## config.mk

```make
export PLATFORM = sky130hd
export DESIGN_NAME = exc_req_unit_flat
export DESIGN_NICKNAME = d
export VERILOG_FILES = /design/src/rtl/exc_req_unit_if.sv /design/src/rtl/exc_req_unit.sv /design/src/flat_wrapper.sv
export SDC_FILE = /design/constraint.sdc
export NUM_CORES = 1
export LEC_CHECK = 0
export CAP_MARGIN = 20
export CORE_MARGIN = 2
export CORE_UTILIZATION = 25
export CTS_CLUSTER_DIAMETER = 200
export CTS_CLUSTER_SIZE = 40
export DETAILED_ROUTE_END_ITERATION = 6
export GPL_TIMING_DRIVEN = 0
export SLEW_MARGIN = 20
export SYNTH_ARGS = -nofsm -noshare
export SYNTH_HDL_FRONTEND = slang
export SYNTH_SLANG_ARGS = --single-unit
```

## constraint.sdc

```tcl
create_clock -name clk -period 2.3 [get_ports clk]
set_clock_uncertainty 0.15 [all_clocks]
set_input_delay 0.23 -clock clk [delete_from_list [all_inputs] [get_ports clk]]
set_output_delay 0.23 -clock clk [all_outputs]
set_load 0.02 [all_outputs]
```

## src/rtl/exc_req_unit_if.sv

```systemverilog
// Pipeline/CP0 signal bundle for exc_req_unit: M-stage trap inputs, mtc0/mfc0 port,
// interrupt lines, and the redirect/EPC outputs.
interface exc_req_unit_if;
    logic [31:0] pc_m;
    logic        bd_m;
    logic [4:0]  exc_code_m;
    logic [5:0]  hw_int;
    logic        we;
    logic [4:0]  addr;
    logic [31:0] wdata;
    logic        eret_m;
    logic        req;
    logic [31:0] epc_out;
    logic [31:0] rdata;

    modport master (
        output pc_m, bd_m, exc_code_m, hw_int, we, addr, wdata, eret_m,
        input  req, epc_out, rdata
    );

    modport slave (
        input  pc_m, bd_m, exc_code_m, hw_int, we, addr, wdata, eret_m,
        output req, epc_out, rdata
    );
endinterface

```

## src/rtl/exc_req_unit.sv

```systemverilog
// CP0 exception/interrupt request unit: SR, Cause, EPC and the trap redirect request.
// Optional macro CP0_PRID_EN adds a read-only PRId register at addr 15.
module exc_req_unit (
    input  logic           clk,
    input  logic           reset,
    exc_req_unit_if.slave  bus
);
    localparam logic [4:0] ADDR_SR    = 5'd12;
    localparam logic [4:0] ADDR_CAUSE = 5'd13;
    localparam logic [4:0] ADDR_EPC   = 5'd14;
`ifdef CP0_PRID_EN
    localparam logic [4:0]  ADDR_PRID = 5'd15;
    localparam logic [31:0] PRID_VAL  = 32'h0000_1234;
`endif

    logic [5:0]  im;
    logic        exl;
    logic        ie;
    logic        bd;
    logic [5:0]  ip;
    logic [4:0]  exc_code;
    logic [29:0] epc_hi;

    logic        int_req;
    logic        exc_req;
    logic [31:0] trap_pc;

    assign int_req = (|(bus.hw_int & im)) & ie & ~exl;
    assign exc_req = (bus.exc_code_m != 5'd0) & ~exl;
    // Gate with reset so a pending M-stage exception cannot raise req while held in reset.
    assign bus.req = (int_req | exc_req) & reset;
    assign trap_pc = bus.bd_m ? (bus.pc_m - 32'd4) : bus.pc_m;
    assign bus.epc_out = {epc_hi, 2'b00};

    always_ff @(posedge clk or negedge reset) begin
        if (!reset) begin
            im       <= 6'd0;
            exl      <= 1'b0;
            ie       <= 1'b0;
            bd       <= 1'b0;
            ip       <= 6'd0;
            exc_code <= 5'd0;
            epc_hi   <= 30'd0;
        end else begin
            ip <= bus.hw_int;
            if (bus.req) begin
                exl      <= 1'b1;
                bd       <= bus.bd_m;
                epc_hi   <= trap_pc[31:2];
                exc_code <= int_req ? 5'd0 : bus.exc_code_m;
            end else if (bus.eret_m) begin
                exl <= 1'b0;
            end else if (bus.we) begin
                if (bus.addr == ADDR_SR) begin
                    im  <= bus.wdata[15:10];
                    exl <= bus.wdata[1];
                    ie  <= bus.wdata[0];
                end else if (bus.addr == ADDR_EPC) begin
                    epc_hi <= bus.wdata[31:2];
                end
            end
        end
    end

    always_comb begin
        bus.rdata = 32'd0;
        case (bus.addr)
            ADDR_SR:    bus.rdata = {16'd0, im, 8'd0, exl, ie};
            ADDR_CAUSE: bus.rdata = {bd, 15'd0, ip, 3'd0, exc_code, 2'd0};
            ADDR_EPC:   bus.rdata = {epc_hi, 2'b00};
`ifdef CP0_PRID_EN
            ADDR_PRID:  bus.rdata = PRID_VAL;
`endif
            default:    bus.rdata = 32'd0;
        endcase
    end
endmodule

```

## src/flat_wrapper.sv

```systemverilog
// flat-port wrapper written by rule: the top's interface ports become plain ports
module exc_req_unit_flat 
  (clk, reset, bus_pc_m, bus_bd_m, bus_exc_code_m, bus_hw_int, bus_we, bus_addr, bus_wdata, bus_eret_m, bus_req, bus_epc_out, bus_rdata);
  exc_req_unit_if bus_i ();
  input  logic clk;
  input  logic reset;
  input wire logic [$bits(bus_i.pc_m)-1:0] bus_pc_m;
  input wire logic [$bits(bus_i.bd_m)-1:0] bus_bd_m;
  input wire logic [$bits(bus_i.exc_code_m)-1:0] bus_exc_code_m;
  input wire logic [$bits(bus_i.hw_int)-1:0] bus_hw_int;
  input wire logic [$bits(bus_i.we)-1:0] bus_we;
  input wire logic [$bits(bus_i.addr)-1:0] bus_addr;
  input wire logic [$bits(bus_i.wdata)-1:0] bus_wdata;
  input wire logic [$bits(bus_i.eret_m)-1:0] bus_eret_m;
  output wire logic [$bits(bus_i.req)-1:0] bus_req;
  output wire logic [$bits(bus_i.epc_out)-1:0] bus_epc_out;
  output wire logic [$bits(bus_i.rdata)-1:0] bus_rdata;
  assign bus_i.pc_m = bus_pc_m;
  assign bus_i.bd_m = bus_bd_m;
  assign bus_i.exc_code_m = bus_exc_code_m;
  assign bus_i.hw_int = bus_hw_int;
  assign bus_i.we = bus_we;
  assign bus_i.addr = bus_addr;
  assign bus_i.wdata = bus_wdata;
  assign bus_i.eret_m = bus_eret_m;
  assign bus_req = bus_i.req;
  assign bus_epc_out = bus_i.epc_out;
  assign bus_rdata = bus_i.rdata;
  exc_req_unit u_core (.clk(clk), .reset(reset), .bus(bus_i));
endmodule
```

==> results of run 1 <==
==> kinds of logic (layout without fill, tap and decap cells) <==
| family | Yosys count | in the layout | share of synthesized area, % |
|---|---|---|---|
| other | 1 | 2 | 0.122 |
| multiplexers | 60 | 60 | 19.9 |
| AND/OR/NAND/NOR | 97 | 97 | 19.5 |
| AO/OA/AOI/OAI | 36 | 36 | 8.70 |
| adder cells (fa/ha/maj) | 1 | 1 | 0.408 |
| XOR/XNOR | 27 | 27 | 7.72 |
| buffers and inverters | 18 | 189 | 2.78 |
| flip-flops | 50 | 50 | 40.8 |
==> registers in the layout, summed over array words and instances, names as in the netlist <==
name,count
u_core.bd,1
u_core.epc_hi,30
u_core.exc_code,5
u_core.exl,1
u_core.ie,1
u_core.im,6
u_core.ip,6
==> placed cells by master (no fill, tap or decap), drive strengths merged, types with 2 or more instances in the layout <==
master | netlist | routed
clkdlybuf4s15 | 0 | 10
nor4 | 11 | 11
buf | 5 | 44
or4b | 2 | 2
a22o | 13 | 13
clkdlybuf4s50 | 0 | 107
o31ai | 2 | 2
dfrtp | 50 | 50
mux2 | 8 | 8
xor2 | 6 | 6
nor2b | 2 | 2
a22oi | 7 | 7
dlygate4sd2 | 0 | 2
xnor2 | 21 | 21
inv | 3 | 3
nand3 | 2 | 2
and2 | 21 | 21
nor2 | 7 | 7
nand2b | 3 | 3
or4 | 3 | 3
nand2 | 27 | 27
nor3b | 4 | 4
nand3b | 2 | 2
mux2i | 52 | 52
nor3 | 9 | 9
clkbuf | 10 | 21
conb | 1 | 2
o21ai | 9 | 9
==> stage by stage <==
step,area [um^2],power [W]
detailed placement,4700,0.00223
floorplan,3070,0.00164
global placement,4700,0.00221
global route,5040,0.00317
finish,5040,0.00300
CTS,5040,0.00303
==> repair_timing <==
action	in CTS	in global routing
setup buffers	13	5
endpoints found under the setup margin	76	69
gates resized for setup	129	43
endpoints found under the hold margin	50	50
pin swaps	9	6
==> worst max-delay path, delay by kind of cell, from the launching register on <==
kind	cells	cell delay, ns
AO/OA/AOI/OAI	2	0.60
buffers and inverters	4	0.48
flip-flops	1	0.40
AND/OR/NAND/NOR	2	0.20
==> report_power, final <==
part | internal, W | switching (W) | total [W]
clock network | 0.000432 | 0.000332 | 0.000764
logic | 0.000560 | 0.000479 | 0.00104
registers | 0.00105 | 0.000142 | 0.00120
total | 0.00205 | 0.000953 | 0.00300
==> final cells by class <==
| class | count | area, um^2 | area share, % |
|---|---|---|---|
| clock inverters | 2 | 12.5 | 0.248 |
| clock buffers | 6 | 139 | 2.76 |
| plain buffers | 15 | 156 | 3.10 |
| flip-flops and latches | 50 | 1250 | 24.8 |
| multi-input cells | 223 | 1820 | 36.1 |
| inverters | 3 | 11.3 | 0.223 |
| repair buffers | 163 | 1470 | 29.1 |
| well taps | 147 | 184 | 3.65 |
==> final timing paths <==
path / slack, ns / startpoint / depth (start not counted) / to
worst max register to register: 0.14 / u_core.im[0] / 7 / u_core.epc_hi[7]
worst min-delay path: -0.18 / reset / 1 / u_core.exc_code[2]
worst min register to register: 0.34 / u_core.exc_code[0] / 1 / u_core.exc_code[0]
worst max-delay path: -0.05 / u_core.im[0] / 8 / bus_req
max in group asynchronous: 1.73 / reset / 1 / u_core.im[0]
min in group clk: 0.13 / bus_bd_m / 2 / u_core.bd
==> routing by layer <==
metal	share of wire (%)	vias to the layer above	GRT usage (%)
met3	6.9	6	3.65
li1	-	1386	-
met1	44	1366	20.4
met5	0	-	0
met2	48	101	27.5
met4	0.87	0	3.13
==> results by group, run 1 <==
Setup path
  • Crit path kind: flip-flop to output port
  • Slowest CP cell: dfrtp_1
  • Crit-path max FO: 10
  • Worst setup EP type: output port
  • CP Cell Sequence: a22o_1 -> o31ai_4 -> nand3_1 -> nand2_1 -> inv_1 -> buf_8 -> buf_8 -> buf_4
  • Largest stage delay on the critical path: 0.40 ns
  • Setup crit start kind: flip-flop
  • CP most frequent cell: buf_8
  • Critical Path RT: 1.92 ns
  • Crit path DAT: 1.97 ns

Drt
  • Final wirelength: 10,400 um
  • Drc violations: 0
  • DRT Pass-1 Iters: 7
  • Detail Route Antenna Nets: 0
  • Vias/cell: 4.69
  • Vias: 2,859
  • Routed len/inst: 17.0 um
  • DRT iter0 DRCs: 141

Clock tree
  • CTS tree: yes
  • Clock Path Buffers: 2
  • Worst-skew pair later-pin latency: 0.28 ns
  • Total CTS buffers: 5
  • CTS Root Cell: clkbuf_16
  • CTS H-tree depth: 2
  • Clock transition at path regs: 0.07 ns
  • Sink Count: 50

Die
  • IO Pins: 150
  • Die Area: 13,200 um^2
  • Die W: 115 um
  • Starting density of the core: 25.5%
  • DIE HEIGHT: 115 um
  • Site Rows: 40
  • Core Box Area: 12,000 um^2

Cells and area
  • Fin util: 42.0%
  • Layout area overhead: 64.5%
  • Ant diodes: 0
  • Share of cells above drive strength 1: 22.5%
  • Final net count: 547
  • Post-Layout Cell Count: 609
  • Fillers: 1,181

Power
  • Max VDD drop: 285 uV
  • Power Density: 595 nW/um^2
  • Static leakage: 2.36 nW

Synthesis
  • Synthesized flop and latch total: 50
  • Cells after Synth: 290
  • Ys async rst share: 100%
  • Post-synth EDFFs: 0
  • Yosys warns: 0
  • Synth top area share: 40.8%
  • Area leader, netlist: dfrtp_1
  • Top_reg_cell synth: dfrtp_1
  • Avg Cell Area, Syn: 10.6 um^2
  • Post-Syn Area: 3060 um^2
  • Synth top cells by count: mux2i_1, dfrtp_1, nand2_1
  • Netlist cell types: 44
  • Top-count cell post-synth: mux2i_1
  • Post-synthesis sequential area ratio: 40.8%
  • Top post-synthesis cells by area: dfrtp_1, mux2i_1, xnor2_1, and2_1, a22o_1

Timing
  • Worst setup margin: -0.0496 ns
  • Fin crit share: 102%
  • Final hold vios: 50
  • Period minus WS final: 2.35 ns
  • Unrepaired setup endpoints after global routing: true
  • Max Freq: 426 MHz
  • Max Slew Vio Count: 0
  • Hold_ws: -0.178 ns
  • Final setup fails: 1
  • Worst-margin pin slew: 0.665 ns
  • Slew HR: 55.7%
  • Total negative slack: -0.0496 ns

Flow run
  • Max-cap violations: 0

Global route
  • GRT Resource Usage Total: 15.9%
  • First-pass GRT wire length: 16,200 um
  • GRT Residual Overflow: 0
  • Largest net degree at the start of global routing: 52
  • Initial antenna violation count: 0
  • Number of global-route vias before repair: 3,074

Min path
  • HP Class: input port to async pin

Run status
  • Outcome: finished, violations left
  • Failing checks: hold timing, setup timing

Place
  • PortBufs: 145
  • Pre-CTS WS: -1.02 ns
  • Placer Congestion: 0.786
  • Dpl cells: 583
  • HPWL after DPL: 7890 um
Note: power is estimated with default switching activity, not from simulation.
==> inputs of run 2 (changes only) <==
==> constraint.sdc (replaced) <==
create_clock -name clk -period 2.85 [get_ports clk]
set_clock_uncertainty 0.15 [all_clocks]
set_input_delay 0.285 -clock clk [delete_from_list [all_inputs] [get_ports clk]]
set_output_delay 0.285 -clock clk [all_outputs]
set_load 0.02 [all_outputs]
==> run 2 against run 1 <==
  * The flow now finishes without violations
  * Routed wire length down 1.8%
  * First-iteration DRC count down 1.4%
  * Design area down 1.2%
  * Critical path type is now input port to output port
  * Largest cell class unchanged
==> results by group, run 2 (synthesis results as in run 1) <==
Power
  • Static leakage: 2.21 nW (-6.5%)
  • Sequential fraction of design power: 40.2% (+0.3 points)
  • Sw Pwr: 0.000758 W (-20%)
  • Internal Power: 0.00164 W (-20%)
  • Max VDD drop: 229 uV (-19%)
  • Total power: 0.00240 W (-20%)
  • Power Density: 482 nW/um^2 (-19%)
  • Switching Fraction: 31.6% (-0.19 points)
  • Clock Power Share: 25.4% (about the same)
  • Logic pwr share: 34.3% (-0.3 points)

Setup path
  • CP most frequent cell: clkdlybuf4s50_1
  • Slowest CP cell: clkdlybuf4s50_1
  • Critical Path RT: 2.41 ns (+0.49 ns)
  • Crit path DAT: 2.33 ns (+0.36 ns)
  • Crit-path max FO: 11 (+1)
  • Worst setup EP type: output port
  • Setup crit start kind: input port
  • Crit path kind: input port to output port
  • Largest stage delay on the critical path: 0.61 ns (+0.21 ns)
  • Bufs and invs on worst path: 3 (-1)
  • CP Cell Sequence: clkdlybuf4s50_1 -> nand3b_1 -> nor3b_4 -> buf_4 -> and2_1 -> clkdlybuf4s50_1
  • Crit-path leading delay family: buffers and inverters

Flow run
  • Max-cap violations: 0 (unchanged)

Clock tree
  • Clock Path Buffers: 2 (unchanged)
  • CTS tree: yes
  • Total CTS buffers: 5 (unchanged)
  • Sink Count: 50 (unchanged)
  • Worst-skew pair later-pin latency: 0.28 ns (about the same)
  • Clock transition at path regs: 0.06 ns (about the same)
  • CTS H-tree depth: 2 (unchanged)
  • CTS Root Cell: clkbuf_16

Global route
  • Initial antenna violation count: 0 (unchanged)
  • GRT Resource Usage Total: 15.6% (-0.29 points)
  • First-pass GRT wire length: 15,900 um (-2.1%)
  • Number of global-route vias before repair: 2,985 (-2.9%)
  • GRT Residual Overflow: 0 (unchanged)
  • Largest net degree at the start of global routing: 51 (-1.9%)

Cells and area
  • Commonest non-fill, non-tap cell in the layout: clkdlybuf4s50_1
  • Fillers: 1,167 (-1.2%)
  • Most flop-heavy register: u_core.epc_hi
  • Regs by FF count: u_core.epc_hi: 30 flops, u_core.im: 6 flops, u_core.ip: 6 flops
  • Share of cells above drive strength 1: 10.9% (-12 points)
  • Max FFs per register: 30 (unchanged)
  • Fin util: 41.5% (-0.50 points)
  • Final net count: 534 (-2.4%)
  • FF+latch area: 1250 um^2 (unchanged)
  • Commonest cells after routing, fill and taps aside: clkdlybuf4s50_1, mux2i_1, dfrtp_1
  • Multi-input gate area: 1780 um^2 (-2.1%)
  • Layout area overhead: 62.6%

Timing
  • Final hold vios: 0 (-100%)
  • Worst-margin pin slew: 0.858 ns (+0.193 ns)
  • Final setup fails: 0 (-1)
  • Unrepaired setup endpoints after global routing: true
  • Max Slew Vio Count: 0 (unchanged)
  • Period minus WS final: 2.76 ns
  • Slew HR: 42.8% (-13 points)
  • Fin crit share: 96.9%
  • Max Freq: 362 MHz

Drt
  • DRT iter0 DRCs: 139 (-1.4%)
  • Drc violations: 0 (unchanged)
  • Vias: 2,799 (-2.1%)
  • Routed len/inst: 17.1 um (+0.19%)
  • Detail Route Antenna Nets: 0 (unchanged)
  • Vias/cell: 4.69 (-0.13%)
  • Final wirelength: 10,200 um (-1.8%)
  • DRT Pass-1 Iters: 4 (-3)

Die
  • Site Rows: 40 (unchanged)
  • Die W: 115 um (unchanged)
  • DIE HEIGHT: 115 um (unchanged)
  • Die Area: 13,200 um^2 (unchanged)
  • IO Pins: 150 (unchanged)
  • Starting density of the core: 25.5% (unchanged)
  • Core Box Area: 12,000 um^2 (unchanged)

Place
  • HPWL after DPL: 7890 um (unchanged)
  • PortBufs: 145 (unchanged)
  • Placer Congestion: 0.786 (unchanged)

Run status
  • Outcome: finished, final reports clean

Min path
  • HP Class: input port to flip-flop
-- run 2: changes by cell type in the layout (fill, tap and decap cells not counted), sizes merged --
cell,delta
clkbuf,-10
dlygate4sd3,+1
buf,-29
clkdlybuf4s15,-10
dlygate4sd2,-1
clkdlybuf4s50,+36
diode,+1
-- run 2: layout make-up --
class	instances	share of cell area [%]
clock inverter	2	0.251
multi-input combinational	223	35.7
antenna	1	0.0502
clock buffer	6	2.79
inverter	3	0.226
timing repair buffer	151	30.4
buffer	14	1.73
tap	147	3.69
sequential	50	25.1
-- run 2: worst paths after layout --
| kind | startpoint | to | slack, ns | depth (start not counted) |
|---|---|---|---|---|
| worst max-delay path | bus_addr[4] | bus_rdata[8] | 0.09 | 6 |
| worst min-delay path | bus_hw_int[1] | u_core.ip[1] | 0.33 | 1 |
| worst max register to register | u_core.im[0] | u_core.epc_hi[7] | 0.26 | 7 |
| worst min register to register | u_core.exc_code[0] | u_core.exc_code[0] | 0.35 | 1 |
| max in group asynchronous | reset | u_core.im[0] | 1.92 | 3 |
| min in group asynchronous | reset | u_core.epc_hi[4] | 0.40 | 3 |
-- run 2: power by group through the flow --
stage / clock [W] / sequential [W] / combinational [W]
after floorplan: 0 / 0.00108 / 0.000250
final: 0.000611 / 0.000966 / 0.000825
after CTS: 0.000639 / 0.000968 / 0.000833
after detailed placement: 0 / 0.000979 / 0.000818
after global placement: 0 / 0.000972 / 0.000808
after global routing: 0.000667 / 0.000988 / 0.000887
-- run 2: timing repair --
action                                  in CTS  in global routing
setup buffers                                0                  4
endpoints found under the hold margin       50                  0
endpoints found under the setup margin      52                 31
hold buffers                                 2                  0
pin swaps                                    0                  3
resized for setup                           15                  9
-- run 2: per-layer routing --
metal  wire length (um)  vias to the layer above  track usage (%)
li1                   -                     1360                -
met1               4550                     1316             20.3
met2               4730                      111             25.8
met3                676                       12             3.65
met4                240                        0             4.74
met5                  0                        -                0
-- run 2: through the flow --
step	setup TNS [ns]	area [um^2]	setup slack [ns]	instances	hold WS, ns
final	0	4980	0.0871	597	0.326
after global routing	-0.141	4980	-0.0236	596	0.320
after CTS	0	4930	0.0168	593	0.322
after detailed placement	-18.50	4700	-0.582	583	0.219
after global placement	-78.62	4700	-2.05	583	0.325
after floorplan	0	3070	0.682	291	-0.161
==> inputs of run 3 (changes only) <==
--- a/config.mk
+++ b/config.mk
@@ -8,8 +8,6 @@
 export CAP_MARGIN = 20
 export CORE_MARGIN = 2
 export CORE_UTILIZATION = 25
-export CTS_CLUSTER_DIAMETER = 200
-export CTS_CLUSTER_SIZE = 40
 export DETAILED_ROUTE_END_ITERATION = 6
 export GPL_TIMING_DRIVEN = 0
 export SLEW_MARGIN = 20
==> results of run 3 <==
No change in the layout: final DEF, timing and power equal those of run 2.
